$ cat src/rtl/rv32imc_types.sv
// Shared types for the rv32imc core memory path.
// Holds the arbiter state enum, request bundle and mask constant.
package rv32imc_types;

  typedef enum logic [1:0] {
    ARB_IDLE,
    ARB_IMEM,
    ARB_DMEM
  } arb_state_t;

  typedef struct packed {
    logic [31:0] addr;
    logic [3:0]  rmask;
    logic [3:0]  wmask;
    logic [31:0] wdata;
  } mem_req_t;

  parameter logic [3:0] ARB_NO_MASK = 4'b0;

endpackage

$ cat src/rtl/mem_arb_grant.sv
// Winner select for mem_port_arbiter: dmem first, optional anti-starve.
// In: arb_en (arbiter idle), imem_req, dmem_req. Out: grant_imem, grant_dmem.
// MEM_ARB_ANTI_STARVE_EN adds clk/rst and a dmem streak counter.
module mem_arb_grant
  import rv32imc_types::*;
#(
  parameter int DMEM_STREAK_MAX = 4,
  parameter int STREAK_W        = 3
) (
`ifdef MEM_ARB_ANTI_STARVE_EN
  input  logic clk,
  input  logic rst,
`endif
  input  logic arb_en,
  input  logic imem_req,
  input  logic dmem_req,
  output logic grant_imem,
  output logic grant_dmem
);

  if (2**STREAK_W <= DMEM_STREAK_MAX) begin : g_bad_cfg
    $error("STREAK_W too narrow for DMEM_STREAK_MAX");
  end

`ifdef MEM_ARB_ANTI_STARVE_EN

  localparam logic [STREAK_W-1:0] STREAK_MAX =
    STREAK_W'(DMEM_STREAK_MAX);

  logic [STREAK_W-1:0] streak_q;
  logic [STREAK_W-1:0] streak_d;
  logic                imem_wins;

  always_comb begin
    imem_wins  = imem_req &&
                 (!dmem_req || streak_q == STREAK_MAX);
    grant_imem = arb_en && imem_wins;
    grant_dmem = arb_en && dmem_req && !imem_wins;
    streak_d   = streak_q;
    unique case (1'b1)
      grant_imem:
        streak_d = '0;
      grant_dmem && imem_req:
        streak_d = (streak_q == STREAK_MAX) ?
                   streak_q : streak_q + 1'b1;
      grant_dmem && !imem_req:
        streak_d = '0;
      default: ;
    endcase
  end

  always_ff @(posedge clk) begin
    if (rst) streak_q <= '0;
    else     streak_q <= streak_d;
  end

`else

  // A dmem stall freezes the whole pipe, so dmem always goes first.
  assign grant_imem = arb_en && imem_req && !dmem_req;
  assign grant_dmem = arb_en && dmem_req;

`endif

endmodule

$ cat src/rtl/mem_port_arbiter.sv
// Shares one downstream memory port between imem and dmem, one txn at a time.
// Ports: imem_*/dmem_* upstream, mem_* downstream; optional MEM_ARB_ANTI_STARVE_EN.
module mem_port_arbiter
  import rv32imc_types::*;
#(
  parameter int DMEM_STREAK_MAX = 4,
  parameter int STREAK_W        = 3
) (
  input  logic        clk,
  input  logic        rst,
  input  logic [31:0] imem_addr,
  input  logic [3:0]  imem_rmask,
  output logic [31:0] imem_rdata,
  output logic        imem_resp,
  input  logic [31:0] dmem_addr,
  input  logic [3:0]  dmem_rmask,
  input  logic [3:0]  dmem_wmask,
  input  logic [31:0] dmem_wdata,
  output logic [31:0] dmem_rdata,
  output logic        dmem_resp,
  output logic [31:0] mem_addr,
  output logic [3:0]  mem_rmask,
  output logic [3:0]  mem_wmask,
  output logic [31:0] mem_wdata,
  input  logic [31:0] mem_rdata,
  input  logic        mem_resp
);

  arb_state_t state_q, state_d;
  mem_req_t   req_q, req_d;
  logic       imem_req, dmem_req;
  logic       grant_imem, grant_dmem;
  logic       arb_en;

  assign imem_req = imem_rmask != ARB_NO_MASK;
  assign dmem_req = (dmem_rmask | dmem_wmask) != ARB_NO_MASK;
  assign arb_en   = state_q == ARB_IDLE;

  mem_arb_grant #(
    .DMEM_STREAK_MAX(DMEM_STREAK_MAX),
    .STREAK_W       (STREAK_W)
  ) u_grant (
`ifdef MEM_ARB_ANTI_STARVE_EN
    .clk       (clk),
    .rst       (rst),
`endif
    .arb_en    (arb_en),
    .imem_req  (imem_req),
    .dmem_req  (dmem_req),
    .grant_imem(grant_imem),
    .grant_dmem(grant_dmem)
  );

  always_comb begin
    state_d = state_q;
    req_d   = req_q;
    unique case (state_q)
      ARB_IDLE: begin
        if (grant_dmem) begin
          state_d = ARB_DMEM;
          req_d   = '{addr:  dmem_addr,
                      rmask: dmem_rmask,
                      wmask: dmem_wmask,
                      wdata: dmem_wdata};
        end else if (grant_imem) begin
          state_d = ARB_IMEM;
          req_d   = '{addr:  imem_addr,
                      rmask: imem_rmask,
                      wmask: ARB_NO_MASK,
                      wdata: '0};
        end
      end
      ARB_IMEM, ARB_DMEM: begin
        // Masks drop on completion; addr/wdata linger.
        if (mem_resp) begin
          state_d     = ARB_IDLE;
          req_d.rmask = ARB_NO_MASK;
          req_d.wmask = ARB_NO_MASK;
        end
      end
      default: state_d = ARB_IDLE;
    endcase
  end

  always_ff @(posedge clk) begin
    if (rst) begin
      state_q <= ARB_IDLE;
      req_q   <= '0;
    end else begin
      state_q <= state_d;
      req_q   <= req_d;
    end
  end

  assign mem_addr   = req_q.addr;
  assign mem_rmask  = req_q.rmask;
  assign mem_wmask  = req_q.wmask;
  assign mem_wdata  = req_q.wdata;

  assign imem_resp  = (state_q == ARB_IMEM) && mem_resp;
  assign dmem_resp  = (state_q == ARB_DMEM) && mem_resp;
  assign imem_rdata = imem_resp ? mem_rdata : '0;
  assign dmem_rdata = dmem_resp ? mem_rdata : '0;

  a_idle_resp: assert property (
    @(posedge clk) disable iff (rst)
    (state_q == ARB_IDLE) |-> !mem_resp
  ) else $warning("mem_resp while idle ignored");

  a_imem_hold: assert property (
    @(posedge clk) disable iff (rst)
    (state_q == ARB_IMEM) |-> imem_req
  ) else $error("imem request dropped while owned");

  a_dmem_hold: assert property (
    @(posedge clk) disable iff (rst)
    (state_q == ARB_DMEM) |-> dmem_req
  ) else $error("dmem request dropped while owned");

endmodule

$ cat config.mk
export PLATFORM = sky130hd
export DESIGN_NAME = mem_port_arbiter
export DESIGN_NICKNAME = d
export VERILOG_FILES = /design/src/rtl/rv32imc_types.sv /design/src/rtl/mem_arb_grant.sv /design/src/rtl/mem_port_arbiter.sv
export SDC_FILE = /design/constraint.sdc
export NUM_CORES = 1
export LEC_CHECK = 0
export CAP_MARGIN = 15
export CORE_AREA = 2 2 109 111
export CTS_CLUSTER_DIAMETER = 30
export CTS_CLUSTER_SIZE = 16
export DETAILED_ROUTE_END_ITERATION = 8
export DIE_AREA = 0 0 111 113
export PLACE_DENSITY_LB_ADDON = 0.08
export SLEW_MARGIN = 30
export SYNTH_ARGS = -nofsm -noshare
export SYNTH_HDL_FRONTEND = slang
export SYNTH_SLANG_ARGS = --single-unit
$ cat constraint.sdc
create_clock -name clk -period 5.55 [get_ports clk]
set_input_delay 0.8325 -clock clk [delete_from_list [all_inputs] [get_ports clk]]
set_output_delay 0.8325 -clock clk [all_outputs]
set_load 0.01 [all_outputs]
==> results of run 1 <==
area by class of cell:
class,instances,area [um^2],area share (%)
clock inverters,6,97.6,1.42
inverters,2,7.51,0.110
repair buffers,288,2860,41.8
well taps,143,179,2.61
flip-flops and latches,74,1480,21.6
clock buffers,10,239,3.49
multi-input cells,274,1990,29.0
layer usage:
layer	vias to the layer above	GRT usage [%]	wire, um	part of all wire, %
met1	1913	26.8	6030	42
li1	2011	-	-	-
met5	-	0	0	0
met4	0	4.33	159	1.1
met2	159	37.6	6930	49
met3	12	7.34	1080	7.6
power groups by stage:
stage          clock, uW  sequential, uW  combinational [uW]
5_1_grt              690             683                 675
4_1_cts              661             672                 635
6_report             648             672                 630
2_1_floorplan          0             721                 214
3_3_place_gp           0             677                 627
3_5_place_dp           0             681                 631
final timing paths:
kind	from	end	slack [ps]	depth (start not counted)
min	mem_addr[5]$_SDFFE_PP0P_	mem_addr[5]$_SDFFE_PP0P_	470	2
max	mem_resp	dmem_rdata[26]	1750	4
max reg2reg	state_q[0]$_SDFFE_PP0P_	mem_rmask[1]$_SDFFE_PP0P_	2920	6
min reg2reg	mem_addr[5]$_SDFFE_PP0P_	mem_addr[5]$_SDFFE_PP0P_	470	2
state kept, by name, summed over array words and instances (netlist names):
signal and flops:
mem_addr 32, mem_wdata 32, mem_rmask 4, mem_wmask 4, state_q 2
critical path, stage by stage:
cell	delay [ps]
clkdlybuf4s50_1	880
buf_4	440
and3_1	240
clkdlybuf4s50_1	560
synth_stat cells, types with 2 or more instances:
master and instances:
clkbuf_1 33, o21bai_1 32, a22oi_1 32, ha_1 3, and3_1 64, o21ai_0 4, buf_4 3, dfxtp_1 74
mux2i_1 4, or4_1 3, inv_1 2, nor4_1 32, or4b_2 2, a21oi_1 4, nor2_1 2, and2_1 2
buf_2 8, nand2b_1 37, a22o_1 40
logic make-up (layout without fill, tap and decap cells):
family	count (synthesis)	after routing	share of synthesized area, %
simple gates	150	150	26.2
compound gates	116	116	25.3
flops	74	74	40.7
buf+inv	46	306	5.32
mux	5	5	1.41
fa+ha+maj	3	3	1.03
per-stage QoR:
step | hold WS [ps] | instance area (um^2) | util [%] | cells
5_1_grt | 491 | 6850 | 60.8 | 797
3_3_place_gp | 457 | 6510 | 57.8 | 781
2_1_floorplan | 466 | 3640 | - | 394
3_5_place_dp | 455 | 6510 | 57.8 | 781
6_report | 474 | 6850 | 60.8 | 797
4_1_cts | 476 | 6850 | 60.8 | 797
==> results.md, run 1 <==
* Outcome: complete, no violations
* Seq/Total Area, Yosys at 40.7%
* Final setup viols at 0
* Number of remaining DRC errors at 0
* Initial Utilization at 32.3%
* Via count at 4095
* CP Launch Type: primary input
* Int Pwr at 1400 uW
* Dpl ws at 1790 ps
* Layout Nets at 795
* Synth Area per Inst at between 9 and 10 um^2
* Hold Vio Cnt, Final at 0
* Cells after synthesis at 394
* Gate power share at 32.3%
* Die width at 111 um
* Starting DRT DRC Count at about 230
* Critical setup path kind: in -> out
* Placeable Area at 0.0113 mm^2
* Register bit total from synthesis at 74
* # IOs at 281
* Area share of the largest cell type after synthesis at 40.7%
* Post-CTS Resized at 0
* Initial DRT Pass Iterations at 4
* Critical path required time at 4720 ps
* Root Driver: clkbuf_16
* Largest area contributor in the netlist: dfxtp_1
* Mapped Area at 0.00364 mm^2
* WL final at 14200 um
* Max Freq at 263 MHz
* TritonCTS Buffers at 9
* Power per cell area at 284 mW/mm^2
* Synth top area cells: dfxtp_1, and3_1, a22o_1, a22oi_1, o21bai_1
* DR vias/cell at 5.14
* Crit path DAT at 2960 ps
* Hold buffer count at CTS at 0
* Asr flop ratio synth at 0%
* Clk pwr share at 33.2%
* Final antenna-violating net count at 0
* Setup TNS at 0 ps
* Final worst setup slack at 1750 ps
* Crit Path Max Fanout at 44
* Sequential share of power at 34.5%
* Syn. warnings at 0
* Worst-path clk slew at 60 ps
* Slew @ Worst Pin at ~900 ps
* CTS tree: built
* Gr usage total at 21.8%
* Clk sinks at 74
* Routed WL per cell at around 18 um
* H-tree Lvls at 3
* Die height at 113 um
* Period minus WS final at 3800 ps
* Share of post-route cells with drive strength above 1 at 5.66%
* Fin. max-slew vios at 0
* Die ar. at ~0.013 mm^2
* Worst-Skew Late Latency at approximately 330 ps
* Number of diodes at 0
* Number of global-route vias before repair at 4126
* Cell variety after synth at 32
* Initial antenna violation count at 0
* Slew headroom at 40.1%
* Largest net degree at the start of global routing at 45
* CTS max path bufs at 2
* RSZ-0062 raised after global routing: false
* Port Buffers at 280
* Max Cap Viol at 0
* Post-synth EDFFs at 0
* Fillers at 999
* Leakage at about 0.0028 uW
* Synthesized net count at 540
* CP Capture Type: output pin
* Syn-to-layout area delta at 88.2%
* Top FF cell, synth: dfxtp_1
* Gpl congestion at 0.828
* First-pass GRT wire length at 22200 um
* Max VDD drop at 0.000183 V
* Total gr overflow at 0
* Sw Share at between 20% and 30%
* Tcrit/Tclk final at between 60% and 70%
* Hold Crit Class: reg -> reg
* Skew final at 10.6 ps
* Most frequent cells in the layout: clkdlybuf4s50_1, dfxtp_1, and3_1, a22o_1, nand2b_1
* Core Rows at 39
* Most common cell after layout, fill and taps aside: clkdlybuf4s50_1
* Hpwl dp at roughly 10000 um
* Final Total Pwr at 1950 uW
* Post-CTS Setup Inserts at 0
* Sw Pwr at 550 uW
Note: power is estimated with default switching activity, not from simulation.
==> run 2, diff against run 1 <==
- CORE_AREA: 2 2 109 111 -> 2 2 110 112
- DIE_AREA: 0 0 111 113 -> 0 0 112 114
- clock period: 5.55 -> 3.8 ns (I/O delays scaled with it)
==> results.md, run 2 (same netlist as run 1, synthesis figures left out) <==
* Outcome: complete, no violations
* Skew final at 2.68 ps (-7.95 ps)
* Initial DRT Pass Iterations at 4 (unchanged)
* Placeable Area at 0.0117 mm^2 (+3.9%)
* Dpl cell area at 0.00655 mm^2 (+0.56%)
* Max Cap Viol at 0 (unchanged)
* WL final at 14000 um (-1.5%)
* Leakage at 0.00277 uW (+0.20%)
* Finished Cell Area at 0.00685 mm^2 (unchanged)
* Clk sinks at 74 (unchanged)
* Finished Core Util at 58.5% (-2.3 points)
* H-tree Lvls at 3 (unchanged)
* Hold buffer count at CTS at 0 (unchanged)
* Die ar. at 0.0128 mm^2 (+1.8%)
* Critical path's most frequent cell: clkdlybuf4s50_1
* CTS tree: built
* Max VDD drop at 0.000268 V (+47%)
* Slew @ Worst Pin at 909 ps (+11.2 ps)
* Core Rows at 40 (+2.6%)
* Gr busiest metal: met2
* Number of global-route vias before repair at 4002 (-3.0%)
* Period minus WS final at slightly above 3000 ps
* Fin. max-slew vios at 0 (unchanged)
* Reg2reg end: mem_rmask[1]$_SDFFE_PP0P_
* Final setup viols at 0 (unchanged)
* Worst-path clk slew at 60 ps (about the same)
* Met3 usage at 6.91% (-0.43 points)
* Register-to-Register Setup Slack at 1670 ps (-1250 ps)
* Gr usage total at 21.1% (-0.72 points)
* Gpl congestion at 0.853 (+3.1%)
* Global Route met2 Usage at 36.3% (-1.3 points)
* Max Freq at 330 MHz
* Slew headroom at 39.4% (-0.75 points)
* Post-CTS Setup Inserts at 0 (unchanged)
* Slowest CP cell: clkdlybuf4s50_1
* Crit path DAT at 2460 ps (-500 ps)
* Port Buffers at 280 (unchanged)
* CP delay by family, top: buffers and inverters
* Most common cell after layout, fill and taps aside: clkdlybuf4s50_1
* Buffers and inverters on the worst path at 3 (unchanged)
* Crit Path Max Fanout at 45 (+2.3%)
* Initial Utilization at 31.1% (-1.2 points)
* TritonCTS Buffers at 9 (unchanged)
* Routed WL per cell at 17.4 um (-2.2%)
* Root Driver: clkbuf_16
* RSZ-0062 raised after global routing: false
* Total gr overflow at 0 (unchanged)
* CP Capture Type: output pin
* Setup TNS at 0 ps (unchanged)
* Met1 Use GR at 24.7% (-2.1 points)
* Starting DRT DRC Count at 250 (+11%)
* First-pass GRT wire length at 21300 um (-4.0%)
* FF-to-FF path depth at 6 (unchanged)
* Largest net degree at the start of global routing at 46 (+2.2%)
* Post-CTS Resized at 0 (unchanged)
* Via count at 4138 (+1.1%)
* Share of post-route cells with drive strength above 1 at 5.34% (-0.32 points)
* # IOs at 281 (unchanged)
* CP Capture Point: dmem_rdata[0]
* Number of diodes at 0 (unchanged)
* Hpwl dp at 10400 um (+0.50%)
* Worst Setup SP: mem_resp
* Worst-Skew Late Latency at 330 ps (about the same)
* Die width at 112 um (+0.90%)
* Final antenna-violating net count at 0 (unchanged)
* Worst path cell trace: clkdlybuf4s50_1 -> buf_12 -> and3_1 -> clkdlybuf4s50_1
* Syn-to-layout area delta at 88.2% (unchanged)
* Hold Vio Cnt, Final at 0 (unchanged)
* Layout Nets at 797 (+0.25%)
* Power per cell area at 404 mW/mm^2 (+42%)
* Critical path required time at 3230 ps (-1490 ps)
* CP Launch Type: primary input
* Hold Crit Class: reg -> reg
* Number of remaining DRC errors at 0 (unchanged)
* DR vias/cell at 5.15 (+0.30%)
* Most frequent cells in the layout: clkdlybuf4s50_1, dfxtp_1, and3_1, a22o_1, nand2b_1
* Tcrit/Tclk final at 79.8%
* CTS max path bufs at 2 (unchanged)
* Critical path depth in cells at 4 (unchanged)
* Max stage delay on crit path at 870 ps (about the same)
* Critical setup path kind: in -> out
* Die height at 114 um (+0.88%)
* R2R Path Start: state_q[0]$_SDFFE_PP0P_
* Initial antenna violation count at 0 (unchanged)
==> run 2: where the power goes <==
group | switching, uW | leakage [uW] | internal (uW)
registers | 70.7 | 0.000615 | 911
clock network | 319 | 0.000153 | 544
logic | 387 | 0.00200 | 535
total | 777 | 0.00277 | 1990
==> run 2: through the flow <==
step                      setup WS, ps  hold slack, ps  cells  power, uW
final                              766             474    803       2770
after global routing               674             493    803       2900
after CTS                          778             477    803       2800
after detailed placement           772             459    787       1920
after global placement             811             461    787       1910
after floorplan                   1700             466    394       1360
==> run 2: worst register-to-register path, delay by kind of cell (launching register included) <==
family / cells / cell delay (ps)
compound gates: 2 / 840
buf+inv: 1 / 100
flops: 1 / 330
simple gates: 2 / 640
fa+ha+maj: 1 / 180
==> run 2: worst min-delay path by stage <==
stage | slack [ps] | startpoint | depth (start not counted) | endpoint
final | 470 | mem_addr[31]$_SDFFE_PP0P_ | 2 | mem_addr[31]$_SDFFE_PP0P_
after global routing | 490 | mem_rmask[2]$_SDFFE_PP0P_ | 1 | mem_rmask[2]$_SDFFE_PP0P_
after CTS | 480 | mem_addr[12]$_SDFFE_PP0P_ | 2 | mem_addr[12]$_SDFFE_PP0P_
after detailed placement | 460 | mem_wmask[0]$_SDFFE_PP0P_ | 1 | mem_wmask[0]$_SDFFE_PP0P_
after global placement | 460 | mem_addr[10]$_SDFFE_PP0P_ | 2 | mem_addr[10]$_SDFFE_PP0P_
after floorplan | 470 | state_q[1]$_SDFFE_PP0P_ | 2 | state_q[1]$_SDFFE_PP0P_
==> run 2: layout make-up <==
| cell class | instances | area [um^2] |
|---|---|---|
| inverter | 2 | 7.51 |
| fill | 1073 | 4860 |
| multi-input combinational | 274 | 1990 |
| clock buffer | 12 | 256 |
| clock inverter | 4 | 48.8 |
| sequential | 74 | 1480 |
| timing repair buffer | 290 | 2890 |
| tap | 147 | 184 |
==> run 2: layer usage <==
| metal | part of all wire, % | vias to the layer above |
|---|---|---|
| li1 | - | 2014 |
| met1 | 41 | 1927 |
| met2 | 49 | 169 |
| met3 | 8.1 | 28 |
| met4 | 2.1 | 0 |
| met5 | 0 | - |
